`config.mk`:
```
export PLATFORM = sky130hd
export DESIGN_NAME = ff_excite_driver
export DESIGN_NICKNAME = d
export VERILOG_FILES = /design/src/rtl/ff_excite_driver.sv
export SDC_FILE = /design/constraint.sdc
export NUM_CORES = 1
export LEC_CHECK = 0
export BUFFER_PORTS_ARGS = -buffer_cell sky130_fd_sc_hd__buf_2
export CORE_MARGIN = 1
export CORE_UTILIZATION = 50
export CTS_BUF_LIST = sky130_fd_sc_hd__clkbuf_4 sky130_fd_sc_hd__clkbuf_8 sky130_fd_sc_hd__clkbuf_16
export DETAILED_ROUTE_END_ITERATION = 7
export PLACE_DENSITY = 0.75
export REMOVE_ABC_BUFFERS = 1
export SYNTH_ARGS = -nofsm -noshare
export SYNTH_HDL_FRONTEND = slang
export SYNTH_SLANG_ARGS = --single-unit
```
`constraint.sdc`:
```
create_clock -name Clk -period 2.58 [get_ports Clk]
set_input_delay 0.258 -clock Clk [delete_from_list [all_inputs] [get_ports Clk]]
set_output_delay 0.258 -clock Clk [all_outputs]
set_load 0.02 [all_outputs]
```
`src/rtl/ff_excite_driver.sv`:
```
// Flip-flop excitation driver: derives JK/T drive for a target word, clocks an internal
// bank with the characteristic equation and checks it. Optional feature: FF_FAULT_INJECT_EN.
module ff_excite_driver #(
  parameter int unsigned      WIDTH     = 8,
  parameter logic [WIDTH-1:0] RESET_Q   = '0,
  parameter int unsigned      ERR_CNT_W = 8
) (
  input  logic                 Clk,
  input  logic                 Rst_n,
  input  logic                 in_valid,
  output logic                 in_ready,
  input  logic [WIDTH-1:0]     in_data,
  input  logic                 mode,
  input  logic [WIDTH-1:0]     inj_mask,
  output logic [WIDTH-1:0]     J,
  output logic [WIDTH-1:0]     K,
  output logic [WIDTH-1:0]     T,
  output logic [WIDTH-1:0]     Q,
  output logic                 done,
  output logic                 err,
  output logic [ERR_CNT_W-1:0] err_cnt
);

  typedef enum logic [1:0] {
    IDLE   = 2'd0,
    EXCITE = 2'd1,
    APPLY  = 2'd2,
    CHECK  = 2'd3
  } state_t;

  state_t           state, state_nxt;
  logic [WIDTH-1:0] tgt;
  logic             mode_r;
  logic             accept;
  logic [WIDTH-1:0] inj;
  logic [WIDTH-1:0] j_calc, k_calc, t_calc;

  assign in_ready = (state == IDLE);

`ifdef FF_FAULT_INJECT_EN
  assign inj = inj_mask;
`else
  logic unused_inj;
  assign inj        = '0;
  assign unused_inj = ^inj_mask;
`endif

  always_ff @(posedge Clk) begin
    if (!Rst_n) state <= IDLE;
    else        state <= state_nxt;
  end

  always_comb begin
    state_nxt = state;
    accept    = 1'b0;
    case (state)
      IDLE: begin
        if (in_valid) begin
          accept    = 1'b1;
          state_nxt = EXCITE;
        end
      end
      EXCITE:  state_nxt = APPLY;
      APPLY:   state_nxt = CHECK;
      CHECK:   state_nxt = IDLE;
      default: state_nxt = IDLE;
    endcase
  end

  // Excitation table with don't-cares resolved to 0: only bits that must move get a drive.
  always_comb begin
    j_calc = (tgt & ~Q) ^ inj;
    k_calc = (~tgt & Q) ^ inj;
    t_calc = (tgt ^ Q) ^ inj;
  end

  always_ff @(posedge Clk) begin
    if (!Rst_n) begin
      Q      <= RESET_Q;
      J      <= '0;
      K      <= '0;
      T      <= '0;
      done   <= 1'b0;
      tgt    <= '0;
      mode_r <= 1'b0;
    end else begin
      done <= 1'b0;
      case (state)
        IDLE: begin
          if (accept) begin
            tgt    <= in_data;
            mode_r <= mode;
          end
        end
        EXCITE: begin
          if (mode_r) begin
            T <= t_calc;
            J <= '0;
            K <= '0;
          end else begin
            J <= j_calc;
            K <= k_calc;
            T <= '0;
          end
        end
        APPLY: begin
          if (mode_r) Q <= Q ^ T;
          else        Q <= (J & ~Q) | (~K & Q);
          J <= '0;
          K <= '0;
          T <= '0;
        end
        CHECK:   done <= 1'b1;
        default: ;
      endcase
    end
  end

`ifdef FF_FAULT_INJECT_EN
  localparam logic [ERR_CNT_W-1:0] CNT_ONE = {{(ERR_CNT_W-1){1'b0}}, 1'b1};

  always_ff @(posedge Clk) begin
    if (!Rst_n) begin
      err     <= 1'b0;
      err_cnt <= '0;
    end else begin
      err <= 1'b0;
      if (state == CHECK) begin
        err <= (Q != tgt);
        if ((Q != tgt) && (err_cnt != '1)) err_cnt <= err_cnt + CNT_ONE;
      end
    end
  end
`else
  assign err     = 1'b0;
  assign err_cnt = '0;
`endif

endmodule
```
Word level (Yosys, flattened, before mapping)
Cells that the tools add are included.
Storage, ports and cells
  register bits after elaboration: 44
  latch bits: 0
  bits in writable memories: 0
  bits in read-only memories: 0
  input port bits: 20
  output and inout port bits: 43
  logic and storage cells: 37
  memories: 0
Cells by class
  $add $sub $neg: 0
  multipliers: 0
  div/mod/pow operators: 0
  order comparisons: 0
  equal/unequal tests: 4
  shift operators: 0
  muxes and demuxes: 12
  bitwise operators: 10
  reductions and logical operators: 3
Operators by type and width (number)
  $pmux W8 S2: 3
  $and A8 B8 Y8: 4
  $mux W8: 4
  $not A8 Y8: 3
  $xor A8 B8 Y8: 2
  $or A8 B8 Y8: 1
  $pmux W2 S4: 1
  $eq A2 B2 Y1 const B: 2
  $mux W1: 3
  $eq A2 B1 Y1 const B: 1
  $logic_not A2 Y1: 1
  $mux W2: 1
  $ne A2 B2 Y1 const B: 1
  $reduce_and A2 Y1: 1
  $reduce_bool A2 Y1: 1

Logic depth before layout (Yosys ltp)
  word-level depth: 4
  depth in mapped cells: 6
  depth with buffers taken out: 5

Worst setup path before layout
Ideal clock, no wire load.
  path kind: register to register
  start point: register state[1]
  end point: register J[4]
  setup time: 0.062 ns
  arrival time: 1.373 ns
  required time: 2.518 ns
  path slack: 1.145 ns
  stages on the path, launching flop included: 7
  buffers on the path: 1
  clock period less this slack: 1.435 ns
  path through: dfxtp_1 inv_1 ha_1 nor3b_4 buf_8 a21oi_2 nor2b_2
On the way
  cells in the longest elaborated chain, start to end: 2
  elaborated cells on any way between the ends: 4
  those cells by class: eq/ne (2); mux (1); reduce/logical (1)
RTL lines
  start: declaration: RTL line 31  | state_t state, state_nxt;
  start signal: assignment: RTL line 50  | else state <= state_nxt;
  $eq A2 B2 Y1 or $eq A2 B1 Y1 (tied branches): RTL line 88  | case (state)
  $pmux W8 S2 or $reduce_bool A2 Y1 (tied branches)
  end signal: assignment: RTL line 101  | J <= j_calc;
  end: declaration: RTL line 15  | output logic [WIDTH-1:0] J,
Parallel ways exist; a longest one is shown, timed or not.
A chain may end at the register's enable or synchronous reset.

Worst setup path after layout
  start point: register state[0]
  end point: register K[5]
On the way
  cells in the longest elaborated chain, start to end: 2
  elaborated cells on any way between the ends: 4
  those cells by class: eq/ne (2); mux (1); reduce/logical (1)
RTL lines
  $eq A2 B2 Y1 or $eq A2 B1 Y1 (tied branches): RTL line 88
  $pmux W8 S2 or $reduce_bool A2 Y1 (tied branches)
  end signal: assignment: RTL line 102  | K <= k_calc;
  end: declaration: RTL line 16  | output logic [WIDTH-1:0] K,
Parallel ways exist; a longest one is shown, timed or not.

==> run_results.csv <==
group,metric,value,unit
cells_and_area,drive_gt1_share,28.76,%
synth,synth-seq-area-share,36.84,%
clocking,root_buffer,"clkbuf_8",
synth,synthCells,257,
sta,hold_ws,0.2051,ns
pwr,powerDensity,783.7,nW/um^2
clocking,clock_latency,0.30,ns
global_route,grt_max_degree,34,
placed_design,io_buffers,45,
clocking,cts_hold_buf,0,
worst_setup_path,crit_fanout,16,
synth,synthTopCellsByArea,"dfxtp_1 37%, ha_1 9.9%, nor2b_1 5.8%, a21boi_1 5.3%, mux2i_1 3.8%",
synth,yosys.area.top_type,"dfxtp_1",
synth,synth_area_per_cell,9.304,um^2
hold_path,hp-class,"primary input to flip-flop",
flow_run,maxCapViolCount,0,
drt,drc,2,
clocking,cts_max_level,2,
drt,vias_per_cell,5.048,
pwr,max-vdd-ir-drop,0.0004547,V
drt,drtIter0Drc,89,
status,status,"finished with violations",
synth,ys_async_sr_fraction,0,%
sta,layout_min_cycle_time,1.990,ns
sta,min_period_over_period,77.13,%
placed_design,place_hpwl,3194,um
worst_setup_path,crit_path_top_delay_cell,"nor3b_4",
worst_setup_path,cp_slowest_stage_delay,0.86,ns
global_route,grt.total_usage,20.29,%
worst_setup_path,worstPathRequired,2.82,ns
clocking,path_clk_slew,0.09,ns
global_route,grt_pass1_vias,1638,
clocking,cts_num_sinks,44,
worst_setup_path,crit_path_start_kind,"flip-flop",
drt,num_vias,1772,
synth,synth_edf_count,0,
clocking,ctsResizeCount,0,
worst_setup_path,cp.arrival,2.23,ns
global_route,grt_pass1_wl,7852,um
sta,slew_viol_final,0,
clocking,clock_path_buffers,2,
floorplan,die_w,71.15,um
floorplan,die_y,71.15,um
synth,synth.most_common_cell,"dfxtp_1",
global_route,grt_antenna_before_repair,0,
synth,synth_top_area_share,36.84,%
pwr,leakage,1.141,nW
drt,wire_per_inst,13.36,um
sta,fin_ws,0.5901,ns
cells_and_area,antennaDiodeCount,0,
global_route,grt-ovfl-total,0,
clocking,numCtsBuffers,5,
floorplan,io_pins,63,
synth,ys_top_cells_by_count,"44 x dfxtp_1, 22 x nor2b_1, 19 x ha_1, 19 x nand2_1, 18 x inv_1",
sta,setup_violations,0,
drt,final_antenna_net_count,0,
floorplan,coreArea,4474,um^2
floorplan,start_util,53.44,%
synth,synth_seq_cells,44,
sta,finalHoldViolCount,0,
worst_setup_path,cp-end-kind,"flip-flop",
synth,synth_ff_type,"dfxtp_1",
sta,fin_tns_setup,0,ns
worst_setup_path,path_class,"flip-flop to flip-flop",
clocking,post-cts-setup-buffer-count,0,
cells_and_area,area_growth,12.45,%
drt,dr.pass1.iters,6,
cells_and_area,layout.nets,337,
sta,worst_pin_slew,0.9819,ns
sta,slew_headroom,34.47,%
status,violations,"DRC",
clocking,cts_tree,"yes",
sta,rsz0062_at_grt,"no",
placed_design,post-place-ws,0.5726,ns
sta,skew,0.008265,ns
floorplan,num_rows,24,
synth,yosysUniqueCellTypes,30,
sta,clock.fmax,0.5025,GHz
synth,synth.cell_area,2391,um^2
placed_design,routabilityCongestion,0.7439,
drt,drt_wl_total,4688,um
cells_and_area,fin_util,60.10,%
floorplan,die-area,5062,um^2
synth,yosysWarnings,0,
worst_setup_path,crit_chain,"inv_1, ha_1, nor3b_4, a21oi_1, nor2b_1",
[final timing paths]
path / startpoint / to / slack, ns / cells after the start
min: in_data[3] / tgt[3] / 0.21 / 3
min reg2reg: tgt[3] / tgt[3] / 0.47 / 2
max: state[0] / K[5] / 0.59 / 5
max reg2reg: state[0] / K[5] / 0.59 / 5
[cell type report]
cell class,count,area [um^2]
sequential,44,880.8
timing repair buffer,50,262.8
clock inverter,2,10.01
tap,52,65.06
multi-input combinational,179,1320
clock buffer,6,82.58
fill,405,1785
inverter,18,67.56
[cells by family after synthesis]
kind of cell	after synthesis	share of synthesized area, %
muxes	17	7.536
adders and majority gates	19	9.943
DFF	44	36.84
and+or+nand+nor	90	22.66
AOI/OAI and AO/OA	44	13.66
buffers and inverters	42	9.209
other	1	0.1568
[flip-flops by register name (all words and copies together), names as in the netlist]
register / cells
K: 8
done: 1
Q: 8
tgt: 8
mode_r: 1
T: 8
state: 2
J: 8
[per-layer routing]
| layer | vias to the layer above | share of wire, % | global-route usage (%) |
|---|---|---|---|
| li1 | 914 | - | - |
| met5 | - | 0 | 0 |
| met1 | 814 | 48 | 24.98 |
| met4 | 0 | 0.70 | 6.000 |
| met2 | 40 | 48 | 34.60 |
| met3 | 4 | 3.8 | 5.556 |
[stage by stage]
stage / std cells / power (mW) / cell area [um^2]
floorplan: 241 / 1.400 / 2268
global placement: 343 / 1.659 / 2596
detailed placement: 343 / 1.676 / 2596
CTS: 351 / 2.127 / 2689
global route: 351 / 2.237 / 2689
finish: 351 / 2.107 / 2689
[critical path: cells and delay by family, from the launching register on]
kind            cells  cell delay [ns]
compound gates      1             0.16
buf+inv             1             0.08
simple gates        2             1.00
fa+ha+maj           1             0.33
flops               1             0.36
[cell usage in the layout, fill, tap and decap left out]
cell,count
nor2_1,2
conb_1,9
inv_1,18
a21oi_2,10
mux2_2,7
and2_1,1
nor2b_2,10
clkbuf_8,6
nand3_1,9
nand3b_1,8
a21boi_1,17
and2b_1,3
a21oi_1,8
o21ai_0,1
mux2i_1,9
a31o_1,7
nand2b_1,8
buf_2,45
mux2_1,1
clkinv_2,2
nor2b_1,22
buf_4,5
o21ai_1,1
nor3b_4,1
dfxtp_1,44
nor3_1,7
nand2_1,19
ha_1,19
[report_power, final]
group | switching (mW) | internal, mW
combinational | 0.551 | 0.289
sequential | 0.0637 | 0.747
clock | 0.242 | 0.214
total | 0.857 | 1.25
Power figures use the tool's default switching activity.
